--- src/rtl/btn_count3.sv ---
// btn_count3 - debounced push-button up/down counter feeding a 7-segment
// decoder input.
//
// Each raw button is synchronised (2 flops), debounced, edge-detected and
// fed to a hold-to-repeat FSM that emits single-cycle step requests. Up and
// down steps are resolved into a wrapping 3-bit count.
//
// Ports:
//   CLK    in   1  system clock, rising edge
//   RST_N  in   1  asynchronous active-low reset
//   BtnUp  in   1  raw up button (async, bouncing, active-high)
//   BtnDn  in   1  raw down button (async, bouncing, active-high)
//   Clr    in   1  synchronous clear of the count, active-high
//   Q      out  3  current count 0..7
//   Step   out  1  one-cycle pulse in the cycle after Q changed by a button
module btn_count3 #(
  parameter int DEBOUNCE      = 500000,
  parameter int REPEAT_DELAY  = 25000000,
  parameter int REPEAT_PERIOD = 10000000
) (
  input  logic       CLK,
  input  logic       RST_N,
  input  logic       BtnUp,
  input  logic       BtnDn,
  input  logic       Clr,
  output logic [2:0] Q,
  output logic       Step
);

  localparam int DW   = $clog2(DEBOUNCE);
  localparam int TMAX = (REPEAT_DELAY > REPEAT_PERIOD) ? REPEAT_DELAY : REPEAT_PERIOD;
  localparam int TW   = $clog2(TMAX + 1);

  localparam logic [DW-1:0] DB_LAST = DW'(DEBOUNCE - 1);
  localparam logic [TW-1:0] RD_LAST = TW'(REPEAT_DELAY - 1);
  localparam logic [TW-1:0] RP_LAST = TW'(REPEAT_PERIOD - 1);

  typedef enum logic [1:0] {
    ST_IDLE,
    ST_WAIT,
    ST_REPEAT
  } rep_state_e;

  // Index 0 = up, index 1 = down.
  logic [1:0] btn_raw;
  logic [1:0] step_w;

  assign btn_raw = {BtnDn, BtnUp};

  generate
    for (genvar gi = 0; gi < 2; gi++) begin : g_btn
      logic [1:0]    sync_q;
      logic          acc_q;
      logic          acc_d;
      logic          acc_d1_q;
      logic [DW-1:0] db_cnt_q;
      logic [DW-1:0] db_cnt_d;
      logic          press_w;
      logic          release_w;
      rep_state_e    state_q;
      rep_state_e    state_d;
      logic [TW-1:0] tmr_q;
      logic [TW-1:0] tmr_d;
      logic          step_c;

      always_ff @(posedge CLK or negedge RST_N) begin
        if (!RST_N) begin
          sync_q   <= '0;
          acc_q    <= 1'b0;
          acc_d1_q <= 1'b0;
          db_cnt_q <= '0;
          state_q  <= ST_IDLE;
          tmr_q    <= '0;
        end else begin
          sync_q   <= {sync_q[0], btn_raw[gi]};
          acc_q    <= acc_d;
          acc_d1_q <= acc_q;
          db_cnt_q <= db_cnt_d;
          state_q  <= state_d;
          tmr_q    <= tmr_d;
        end
      end

      // The counter only runs while the synchronised level disagrees with the
      // accepted level; any return to agreement (a bounce) restarts it.
      always_comb begin
        acc_d    = acc_q;
        db_cnt_d = '0;
        if (sync_q[1] != acc_q) begin
          if (db_cnt_q == DB_LAST) begin
            acc_d = sync_q[1];
          end else begin
            db_cnt_d = db_cnt_q + DW'(1);
          end
        end
      end

      assign press_w   = acc_q & ~acc_d1_q;
      assign release_w = ~acc_q & acc_d1_q;

      // Release takes priority over a repeat step due in the same cycle.
      always_comb begin
        state_d = state_q;
        tmr_d   = tmr_q;
        step_c  = 1'b0;
        case (state_q)
          ST_IDLE: begin
            tmr_d = '0;
            if (press_w) begin
              state_d = ST_WAIT;
              step_c  = 1'b1;
            end
          end
          ST_WAIT: begin
            if (release_w) begin
              state_d = ST_IDLE;
              tmr_d   = '0;
            end else if (tmr_q == RD_LAST) begin
              state_d = ST_REPEAT;
              tmr_d   = '0;
              step_c  = 1'b1;
            end else begin
              tmr_d = tmr_q + TW'(1);
            end
          end
          ST_REPEAT: begin
            if (release_w) begin
              state_d = ST_IDLE;
              tmr_d   = '0;
            end else if (tmr_q == RP_LAST) begin
              tmr_d  = '0;
              step_c = 1'b1;
            end else begin
              tmr_d = tmr_q + TW'(1);
            end
          end
          default: begin
            state_d = ST_IDLE;
            tmr_d   = '0;
          end
        endcase
      end

      assign step_w[gi] = step_c;
    end
  endgenerate

  logic [2:0] count_q;
  logic [2:0] count_d;
  logic       step_q;
  logic       step_d;

  // Coincident up and down steps cancel; Clr overrides everything.
  always_comb begin
    count_d = count_q;
    step_d  = 1'b0;
    if (Clr) begin
      count_d = 3'd0;
    end else if (step_w[0] ^ step_w[1]) begin
      step_d  = 1'b1;
      count_d = step_w[0] ? count_q + 3'd1 : count_q - 3'd1;
    end
  end

  always_ff @(posedge CLK or negedge RST_N) begin
    if (!RST_N) begin
      count_q <= 3'd0;
      step_q  <= 1'b0;
    end else begin
      count_q <= count_d;
      step_q  <= step_d;
    end
  end

  assign Q    = count_q;
  assign Step = step_q;

endmodule

--- config.mk ---
export PLATFORM = sky130hd
export DESIGN_NAME = btn_count3
export DESIGN_NICKNAME = d
export VERILOG_FILES = /design/src/rtl/btn_count3.sv
export SDC_FILE = /design/constraint.sdc
export NUM_CORES = 1
export LEC_CHECK = 0
export ABC_AREA = 1
export CORE_UTILIZATION = 32
export DETAILED_ROUTE_END_ITERATION = 16
export PLACE_DENSITY = 0.49
export SYNTH_ARGS = -nofsm -noshare
export SYNTH_HDL_FRONTEND = slang
export SYNTH_SLANG_ARGS = --single-unit
--- constraint.sdc ---
create_clock -name CLK -period 2.7 [get_ports CLK]
set_input_delay 0.54 -clock CLK [delete_from_list [all_inputs] [get_ports CLK]]
set_output_delay 0.54 -clock CLK [all_outputs]
set_load 0.005 [all_outputs]
==> results of run 1 <==
-- power by group --
group / switching, mW / internal, mW
Sequential: 0.00785 / 1.57
Clock: 0.583 / 0.644
Combinational: 0.0506 / 0.0179
Total: 0.641 / 2.23
-- per-layer routing --
metal | up-vias | global-route usage (%) | routed length [um]
li1 | 2318 | - | -
met1 | 2101 | 19.32 | 6167
met2 | 40 | 22.87 | 5521
met3 | 10 | 3.020 | 253
met4 | 0 | 5.000 | 170
met5 | - | 0 | 0
-- cell families after synthesis --
group / count (synthesis) / share of synthesized area (%)
and+or+nand+nor: 397 / 33.79
DFF: 104 / 45.00
buffers and inverters: 101 / 6.923
AOI/OAI and AO/OA: 47 / 4.587
xor gates and xnor gates: 42 / 6.361
adders and majority gates: 13 / 2.942
muxes: 2 / 0.3894
-- synthesized netlist by cell type, drive strengths merged, types with 2 or more instances --
cell    number  area [um2]
a211oi       5       37.54
a21oi       23       115.1
a31oi        2       12.51
and3         2       12.51
buf          6       42.54
dfrtp      104        2603
ha          12       150.1
inv         94       352.8
mux2         2       22.52
nand2      122       475.5
nand3       45       282.8
nand3b       7       52.55
nand4       21       137.6
nor2       140       573.1
nor3        38       242.7
nor3b        8       60.06
nor4        13       111.4
o21a         3       22.52
o21ai       11       55.05
xnor2        9       78.83
xor2        33       289.0
-- final cells by class --
type	instances	area share [%]
Multi-Input combinational cell	501	43.39
Tap cell	225	4.394
Sequential cell	104	40.62
Timing Repair Buffer	11	1.757
Inverter	95	5.585
Clock buffer	10	3.730
Clock inverter	5	0.5272
-- worst max-delay path, cell delays in order, from the launching register on --
cell and delay [ns]:
dfrtp_1 0.41, ha_1 0.26, nand3_4 0.13, inv_2 0.06
nand2_1 0.05, nor2_1 0.06, nand3_1 0.08, nand3_2 0.10
nand2_2 0.09, clkinv_2 0.07, fa_1 0.38, xnor2_1 0.19
inv_1 0.06, nand2_1 0.06, nand2_1 0.04, nand3_1 0.07
nand2_1 0.05
-- path summary, 6_finish.rpt --
kind	endpoint	slack, ns	cells past startpoint
max in group asynchronous	g_btn[1].db_cnt_q[13]$_DFF_PN0_	1.85	2
worst min-delay path	g_btn[0].tmr_q[3]$_DFF_PN0_	0.19	1
worst max register to register	Q[2]$_DFFE_PN0P_	0.43	16
worst max-delay path	Q[2]$_DFFE_PN0P_	0.43	16
min in group CLK	g_btn[0].sync_q[1]$_DFF_PN0_	0.35	0
worst min register to register	g_btn[0].sync_q[1]$_DFF_PN0_	0.35	0
-- placed cells by master, fill, tap and decap left out, types with 5 or more instances in the layout --
cell type | netlist | final
inv_1 | 88 | 88
nand2_1 | 115 | 115
xnor2_1 | 9 | 9
inv_2 | 6 | 6
nor2_2 | 10 | 10
nand2_2 | 7 | 7
ha_1 | 12 | 12
xor2_1 | 33 | 33
dfrtp_1 | 104 | 104
clkbuf_16 | 0 | 9
a21oi_1 | 23 | 23
o21ai_0 | 11 | 11
nand3_2 | 9 | 9
nor2_1 | 127 | 127
nor3_1 | 30 | 30
a211oi_1 | 5 | 5
nand3b_1 | 7 | 7
nand3_1 | 35 | 35
nand4_1 | 20 | 20
nor4_1 | 11 | 11
nor3b_1 | 8 | 8
clkdlybuf4s50_1 | 0 | 7
nor3_2 | 6 | 6
-- through the flow --
| step | hold WS [ns] | total power, mW | setup slack, ns | cell area (um2) |
|---|---|---|---|---|
| 2_1_floorplan | 0.2444 | 1.627 | 0.5992 | 5783 |
| 3_3_place_gp | 0.3418 | 1.676 | 0.4956 | 6135 |
| 3_5_place_dp | 0.3426 | 1.678 | 0.4239 | 6135 |
| 4_1_cts | 0.2041 | 2.944 | 0.4126 | 6407 |
| 5_1_grt | 0.2288 | 3.000 | 0.2376 | 6407 |
| 6_report | 0.1923 | 2.870 | 0.4292 | 6407 |
-- sequential cells by signal (all words and copies together), names as in the netlist --
register / count
g_btn.tmr_q: 50
g_btn.db_cnt_q: 38
g_btn.state_q: 4
g_btn.sync_q: 4
Q: 3
g_btn.acc_d1_q: 2
g_btn.acc_q: 2
Step: 1
==> results_dict.tcl, run 1 <==
set metrics [dict create \
    status "complete, no violations" \
    post-place-cells 936 \
    critPathKind "register to register" \
    seq_area_mm2 0.002603 \
    final-max-slew-violation-count 0 \
    grt_first_pass_wirelength_mm 20.96 \
    rows 48 \
    ys_types 38 \
    grt_max_degree 51 \
    drt-pass1-iter-count 4 \
    clkLatencyLatePin_ns 0.35 \
    route.detailed.drc 0 \
    start_util_pct 33.09 \
    core_mm2 0.01748 \
    syn-cell-area_mm2 0.005783 \
    gp_congestion 0.8740 \
    drive_above_1_share_pct 9.504 \
    wirelength_mm 12.11 \
    cts_root_buffer "clkbuf_16" \
    cp_max_fo 4 \
    fillers 1807 \
    ios 9 \
    grtUsageTotal_pct 14.41 \
    yosysWarningCount 0 \
    dieArea_mm2 0.01861 \
    tns_ns 0 \
    layout.cells.non_filler 951 \
    cp.arrival_ns 2.52 \
    synth-seq-cells 104 \
    syn_to_final_growth_pct 10.80 \
    die_x_um 136.4 \
    min-delay-path-class "primary input to async pin" \
    finalHoldViolCount 0 \
    timing.fmax_mhz 440.4 \
    critPathCaptureType "register" \
    min_period_ns 2.271 \
    worst_pin_slew_ns 0.5879 \
    grt_pass1_vias 4404 \
    fin_crit_sh_pct 84.11 \
    ys_seq_area_share_pct 45.00 \
    multi_input_area_mm2 0.002780 \
    drtIter0Drc 296 \
    worst_ep_required_time_ns 2.95 \
    p_leak_nw 2.645 \
    fin_util_pct 36.66 \
    syn_inst 706 \
    cts_resized 0 \
    cap_violations 0 \
    cts.clk_slew.worst_paths_ns 0.07 \
    rsz0062_at_grt "no" \
    postCtsSetupBuffers 0 \
    synth_edf_count 0 \
    ir_drop_mv 0.2792 \
    clockBufferDepth 2 \
    numCtsBuffers 9 \
    clock-sinks 104 \
    via_per_inst 4.699 \
    dp_hpwl_mm 9.065 \
    powerDensity_mw_per_mm2 447.9 \
    finalSetupViolations 0 \
    wl_per_cell_um 12.74 \
    io_buffers 8 \
    gr-total-overflow 0 \
    ant_nets 0 \
    htree_num_levels 3 \
    start_kind "register" \
    syn_avg_cell_area_um2 8.191 \
    synthFlopType "dfrtp_1" \
    synth_async_sr_flop_share_pct 100.0 \
    startpoint "g_btn[0].tmr_q[0]$_DFF_PN0_" \
    die_y_um 136.4 \
    holdBufCountCts 0 \
    cts_tree "done" \
    r2r_start "g_btn[0].tmr_q[0]$_DFF_PN0_" \
    synthesis.nets 724 \
    antenna_found_initial 0 \
    vias 4469 \
    layout.nets 740 \
    num_antenna_cells 0 \
    relSlewSlack_pct 60.81 \
    fin_skew_ns 0.006366 \
]
Note: power is estimated with default switching activity, not from simulation.
==> run 2, diff against run 1 <==
Settings changed: PLACE_DENSITY 0.49 to 0.51.
Clock period 2.7 ns to 2.05 ns, I/O delays scaled along.
==> run 2 against run 1 <==
  * Register-to-register slack worse by 0.43 ns
  * Maximum frequency up 11%
  * Total power up 38%
  * First-iteration DRC count down 14%
  * Routed wire length up 1.6%
  * Largest power group unchanged
  * Design area up 4.5%
  * Hold slack worse by 0.11 ns
==> results_dict.tcl, run 2 (synthesis gave the netlist of run 1 again) <==
set metrics [dict create \
    wl_per_cell_um 12.61 \
    largest_registers "g_btn.tmr_q: 50 flops, g_btn.db_cnt_q: 38 flops" \
    multi_input_area_mm2 0.002839 \
    place_area_mm2 0.006297 \
    dp_hpwl_mm 8.839 \
    critPathKind "register to register" \
    critPathSlowestCell "dfrtp_1" \
    finalHoldViolCount 0 \
    cts_root_buffer "clkbuf_16" \
    fin_crit_sh_pct 99.96 \
    min-delay-path-class "primary input to async pin" \
    ant_nets 0 \
    final_cell_mix "122 x nor2_1, 114 x nand2_1, 104 x dfrtp_1" \
    worst_ep_required_time_ns 2.30 \
    layout.cells.non_filler 976 \
    powerDensity_mw_per_mm2 590.4 \
    final_area_mm2 0.006695 \
    largest_register_ffs 50 \
    final-max-slew-violation-count 0 \
    antenna_found_initial 0 \
    gr-total-overflow 0 \
    grt_pass1_vias 4718 \
    start_kind "register" \
    mostFrequentLayoutCell "nor2_1" \
    vias 4623 \
    cts.clk_slew.worst_paths_ns 0.07 \
    ir_drop_mv 0.3539 \
    num_antenna_cells 0 \
    cap_violations 0 \
    core_mm2 0.01748 \
    via_per_inst 4.737 \
    crit_chain "ha_4 -> nand3_4 -> inv_4 -> nand2_2 -> nor2_4 -> nand3_2 -> nand3_2 -> nand2_2 -> inv_4 -> fa_2 -> xnor2_2 -> inv_1 -> nand2_1 -> nand2_1 -> nand3_1 -> nand2_1" \
    post-place-ws_ns -0.04555 \
    start_util_pct 33.09 \
    rsz0062_at_grt "yes" \
    clock-sinks 104 \
    worst_slack_ns 0.0008908 \
    seq_area_mm2 0.002603 \
    grt_first_pass_wirelength_mm 22.00 \
    relSlewSlack_pct 60.73 \
    syn_to_final_growth_pct 15.77 \
    cp_common_cell "nand2_1" \
    die_y_um 136.4 \
    dieArea_mm2 0.01861 \
    fin_skew_ns 0.006559 \
    cp.arrival_ns 2.30 \
    cts_tree "done" \
    io_buffers 8 \
    htree_num_levels 3 \
    numCtsBuffers 9 \
    rows 48 \
    cpPeakStageDelay_ns 0.41 \
    grtUsageTotal_pct 14.79 \
    drt-pass1-iter-count 4 \
    clkLatencyLatePin_ns 0.35 \
    p_leak_nw 2.805 \
    gp_congestion 0.9061 \
    critPathCaptureType "register" \
    post-place-cells 954 \
    wirelength_mm 12.30 \
    finalSetupViolations 0 \
    drtIter0Drc 254 \
    fillers 1773 \
    drive_above_1_share_pct 13.98 \
    route.detailed.drc 0 \
    worst_pin_slew_ns 0.5891 \
    status "complete, no violations" \
    cp_max_fo 3 \
    die_x_um 136.4 \
    ios 9 \
    timing.fmax_mhz 488.0 \
    tns_ns 0 \
    grt_max_degree 105 \
    clockBufferDepth 2 \
    layout.nets 764 \
    min_period_ns 2.049 \
    largest_register "g_btn.tmr_q" \
]
-- run 2: changes by cell type in the layout (fill, tap and decap cells not counted), moves of 3 or more --
cell | before | now
clkinv_2 | 3 | 0
buf_4 | 3 | 26
nor2_2 | 10 | 14
nor2_1 | 127 | 122
-- run 2: power breakdown --
part / switching (mW) / internal [mW]
combinational: 0.0664 / 0.0259
sequential: 0.00981 / 2.06
clock: 0.797 / 0.990
-- run 2: cell type report --
type                            count  share of cell area [%]
Clock buffer                       11                   3.625
Clock inverter                      5                  0.9344
Inverter                           95                   5.401
Multi-Input combinational cell    501                   42.40
Sequential cell                   104                   38.87
Tap cell                          225                   4.205
Timing Repair Buffer               35                   4.560
-- run 2: through the flow --
| step | util, % | hold slack [ns] | power (mW) |
|---|---|---|---|
| 2_1_floorplan | - | 0.1144 | 2.143 |
| 5_1_grt | 38.31 | 0.1717 | 4.143 |
| 3_3_place_gp | 36.03 | 0.3356 | 2.210 |
| 3_5_place_dp | 36.03 | 0.3410 | 2.212 |
| 6_report | 38.31 | 0.08560 | 3.953 |
| 4_1_cts | 38.01 | 0.1486 | 4.049 |
-- run 2: routing by layer --
layer	track usage (%)	share of wire [%]	up-vias	wire length, um
met5	0	0	-	0
met4	4.630	1.5	0	183
met3	3.430	2.8	17	340
met2	24.59	47	43	5838
met1	18.89	48	2204	5942
li1	-	-	2359	-
-- run 2: worst paths after layout --
check                                             start                            to  slack (ns)  depth (start not counted)
min in group CLK           g_btn[1].sync_q[0]$_DFF_PN0_  g_btn[1].sync_q[1]$_DFF_PN0_        0.35                          0
setup reg to reg            g_btn[0].tmr_q[1]$_DFF_PN0_              Q[2]$_DFFE_PN0P_      0.0009                         16
hold reg to reg            g_btn[1].sync_q[0]$_DFF_PN0_  g_btn[1].sync_q[1]$_DFF_PN0_        0.35                          0
max in group asynchronous                         RST_N              Q[0]$_DFFE_PN0P_        1.48                          2
setup / recovery            g_btn[0].tmr_q[1]$_DFF_PN0_              Q[2]$_DFFE_PN0P_      0.0009                         16
hold / removal                                    RST_N   g_btn[0].tmr_q[9]$_DFF_PN0_        0.09                          2
-- run 2: worst max-delay path: cells and delay by family, from the launching register on --
kind                       cells  cell delay [ns]
and+or+nand+nor               10             0.69
adders and majority gates      2             0.53
xor gates and xnor gates       1             0.18
DFF                            1             0.41
buffers and inverters          3             0.13
-- run 2: timing repair --
item,CTS,global route
pin swaps,8,8
buffers inserted,3,3
resized for setup,4,10
hold buffers,0,0
setup endpoints to repair,1,3
==> run 3, diff against run 2 <==
Settings changed: CTS_CLUSTER_SIZE set to 25.
==> results of run 3 <==
Final layout, timing and power as in run 2 (identical DEF).
==> RTL change 1 (settings of run 3) <==
Change the parameter `REPEAT_PERIOD` from 10000000 to 40000000.
--- a/src/rtl/btn_count3.sv
+++ b/src/rtl/btn_count3.sv
@@ -18,3 +18,3 @@
   parameter int REPEAT_DELAY  = 25000000,
-  parameter int REPEAT_PERIOD = 10000000
+  parameter int REPEAT_PERIOD = 40000000
 ) (
Check against the original RTL: no difference found for any inputs over 10 cycles, from zero or initial values and one cycle with RST_N low; that may be too few to reach the edited logic, so the function may still have changed.
==> RTL change 1 against run 3 <==
Sequential share of layout area down 0.11 points; routed wire length shrank 4.8%; first-iteration DRC count shrank 15%; sequential power rose by 2%; worst setup slack gained 0.037 ns; count of clock-buffer cells in the layout is 2 lower; power is 0.24% higher; final area rose by 2.2%; clock power fell by 2%; core utilization rose by 0.98 points; synthesized area decreased by 0.87%; cell count is 0.72% higher; sequential cell count increased by 2; critical endpoint unchanged; largest cell class unchanged; largest power group unchanged; highest routed layer unchanged.
==> RTL change 1: results (changes against run 3) <==
syn_area_per_cell 8.27 um^2 (was 8.19 um^2); WP data arrival 2.25 ns (was 2.30 ns); largest net degree at the start of global routing 65 (was 105); M3 GR Usage 3.54% (was 3.43%); nets 771 (was 764); worst clock skew 0.00706 ns (was 0.00656 ns); routed wl met2 5890 um (was 5840 um); Seq pwr share 53.3% (was 52.5%); Final Non-Filler Cells 983 (was 976); cts repair resizes 1 (was 4); Seq/Total Area, Yosys 46.3% (was 45.0%); clk cell area share 4.41% (was 4.56%); status finished, final reports clean (unchanged); Iter 0 DRT Violations 216 (was 254); Sw Ratio 22.1% (about the same); HPWL after DPL 8660 um (was 8840 um); final worst slack 0.0382 ns (was 0.000891 ns); register bit count reported by yosys 106 (was 104); Post-CTS Repair Setup Buffers 0 (was 3); Metal-1 WL 5380 um (was 5940 um); met2 usage 24.9% (was 24.6%); Top Registers g_btn.tmr_q: 52 flops, g_btn.db_cnt_q: 38 flops (was g_btn.tmr_q: 50 flops, g_btn.db_cnt_q: 38 flops); synthesized net count 711 (was 724); share of cells above drive strength 1 17.7% (was 14.0%); Synth Area in XOR/XNOR 6.57% (was 6.36%); buffering overhead 6.67% (was 4.56%); Total GRT Usage 14.0% (was 14.8%); DR vias 4,540 (was 4,623)
[RTL change 1: cell count changes after synthesis, moves of 3 or more]
| cell | delta |
|---|---|
| nor3_2 | -4 |
| inv_2 | -4 |
| nor4_1 | -8 |
| nor2_1 | -4 |
| nand3b_1 | -6 |
| nor2_4 | +5 |
| nor3_1 | -11 |
| nand4_1 | -5 |
| nand2_1 | +14 |
| buf_4 | -3 |
[RTL change 1: how the worst min path moves through the flow]
stage	start	slack [ns]	to	depth (start not counted)
2_1_floorplan	RST_N	0.11	Q[0]	0
3_3_place_gp	g_btn[0].sync_q[0]	0.39	g_btn[0].sync_q[1]	0
3_5_place_dp	g_btn[0].sync_q[0]	0.39	g_btn[0].sync_q[1]	0
4_1_cts	RST_N	0.03	g_btn[0].tmr_q[10]	2
5_1_grt	RST_N	0.04	g_btn[0].tmr_q[10]	2
6_report	RST_N	0.03	g_btn[0].tmr_q[10]	2
==> RTL change 2 (settings of run 3) <==
Without the edit above. Remove the register `step_q`: a continuous assignment takes its place, so the output `Step` follows one clock earlier.
--- a/src/rtl/btn_count3.sv
+++ b/src/rtl/btn_count3.sv
@@ -167,8 +167,8 @@
       count_q <= 3'd0;
-      step_q  <= 1'b0;
     end else begin
       count_q <= count_d;
-      step_q  <= step_d;
     end
   end
+
+  assign step_q = step_d;
 
Formal check against the unedited RTL: no difference found for any inputs over 10 cycles, from zero or initial values and one cycle with RST_N low; that may be too few to reach the edited logic, so the function may still have changed.
==> RTL change 2 against run 3 <==
Worst setup slack got worse by 0.26 ns; routed wire length rose by 9.8%; via count is 8.0% higher; register-to-register slack worse by 0.11 ns; the flow now finishes with violations (negative setup slack); final area grew 11%; sequential cell count shrank 1; count of clock-buffer cells in the layout unchanged; maximum frequency decreased by 11%; synthesized area shrank 0.43%; power is 0.22% lower; global-route usage rose by 1.2 points; largest cell class unchanged; critical path type is now flip-flop to primary output; first-iteration DRC count fell by 9.8%.
==> RTL change 2: results (changes against run 3) <==
status finished, violations left (was finished, final reports clean); failing checks negative setup slack; first-pass GRT wire length 23,500 um (was 22,000 um); Post-Syn Instances 705 (was 706); Setup WS pre-CTS -0.388 ns (was -0.0456 ns); Metal-1 WL 6240 um (was 5940 um); largest net degree at the start of global routing 41 (was 105); Max-slew headroom 67.4% (was 60.7%); routed wl met2 6600 um (was 5840 um); Fillers 1,741 (was 1,773); nets 846 (was 764); endpoints failing setup 4 (was 0); R2R depth 17 (was 16); vias in the first global route 5,082 (was 4,718); Critical Path Max Stage Delay 0.39 ns (was 0.41 ns); RePlAce Congestion 0.957 (was 0.906); multi-input logic area 2950 um^2 (was 2840 um^2); met1 Use GR 20.2% (was 18.9%); met2 usage 27.5% (was 24.6%); final worst slack -0.259 ns (was 0.000891 ns); Iter 0 DRT Violations 229 (was 254); Setup crit start g_btn[0].tmr_q[0] (was g_btn[0].tmr_q[1]); worst hold slack 0.359 ns (was 0.0856 ns); synth cell count leaders nor2_1 (127), nand2_1 (115), dfrtp_1 (103) (was nor2_1 (127), nand2_1 (115), dfrtp_1 (104)); worst clock skew 0.0113 ns (was 0.00656 ns); synthesized net count 723 (was 724); Leak 3.24 nW (was 2.80 nW); WP data arrival 1.90 ns (was 2.30 ns); Setup crit end Step (was Q[2]); peak supply drop 403 uV (was 354 uV); HPWL after DPL 10,200 um (was 8840 um); met3 WL 429 um (was 340 um); Seq/Total Area, Yosys 44.8% (was 45.0%); share of cells above drive strength 1 25.1% (was 14.0%)
## RTL change 2: changes by cell type after synthesis, sizes merged
cell	change
dfrtp	-1
## RTL change 2: timing repair
action / CTS / global route
gates resized for setup: 17 / 34
setup endpoints to repair: 3 / 11
pin swaps: 12 / 19
hold endpoints to repair: 12 / 0
buffers inserted: 4 / 11
hold buffers: 1 / 0
## RTL change 2: cell families (layout without fill, tap and decap cells)
| kind of cell | count (synthesis) | after routing | share of synthesized area (%) |
|---|---|---|---|
| mux | 2 | 2 | 0.391 |
| buf+inv | 101 | 229 | 6.95 |
| simple gates | 397 | 397 | 33.9 |
| fa+ha+maj | 13 | 13 | 2.96 |
| xor+xnor | 42 | 42 | 6.39 |
| flops | 103 | 103 | 44.8 |
| compound gates | 47 | 47 | 4.61 |
## RTL change 2: area by class of cell
type / count / area share [%]
repair buffers: 118 / 12.9
inverters: 95 / 4.89
multi-input cells: 501 / 39.6
clock inverters: 5 / 0.757
clock buffers: 11 / 3.40
well taps: 225 / 3.78
flip-flops and latches: 103 / 34.6
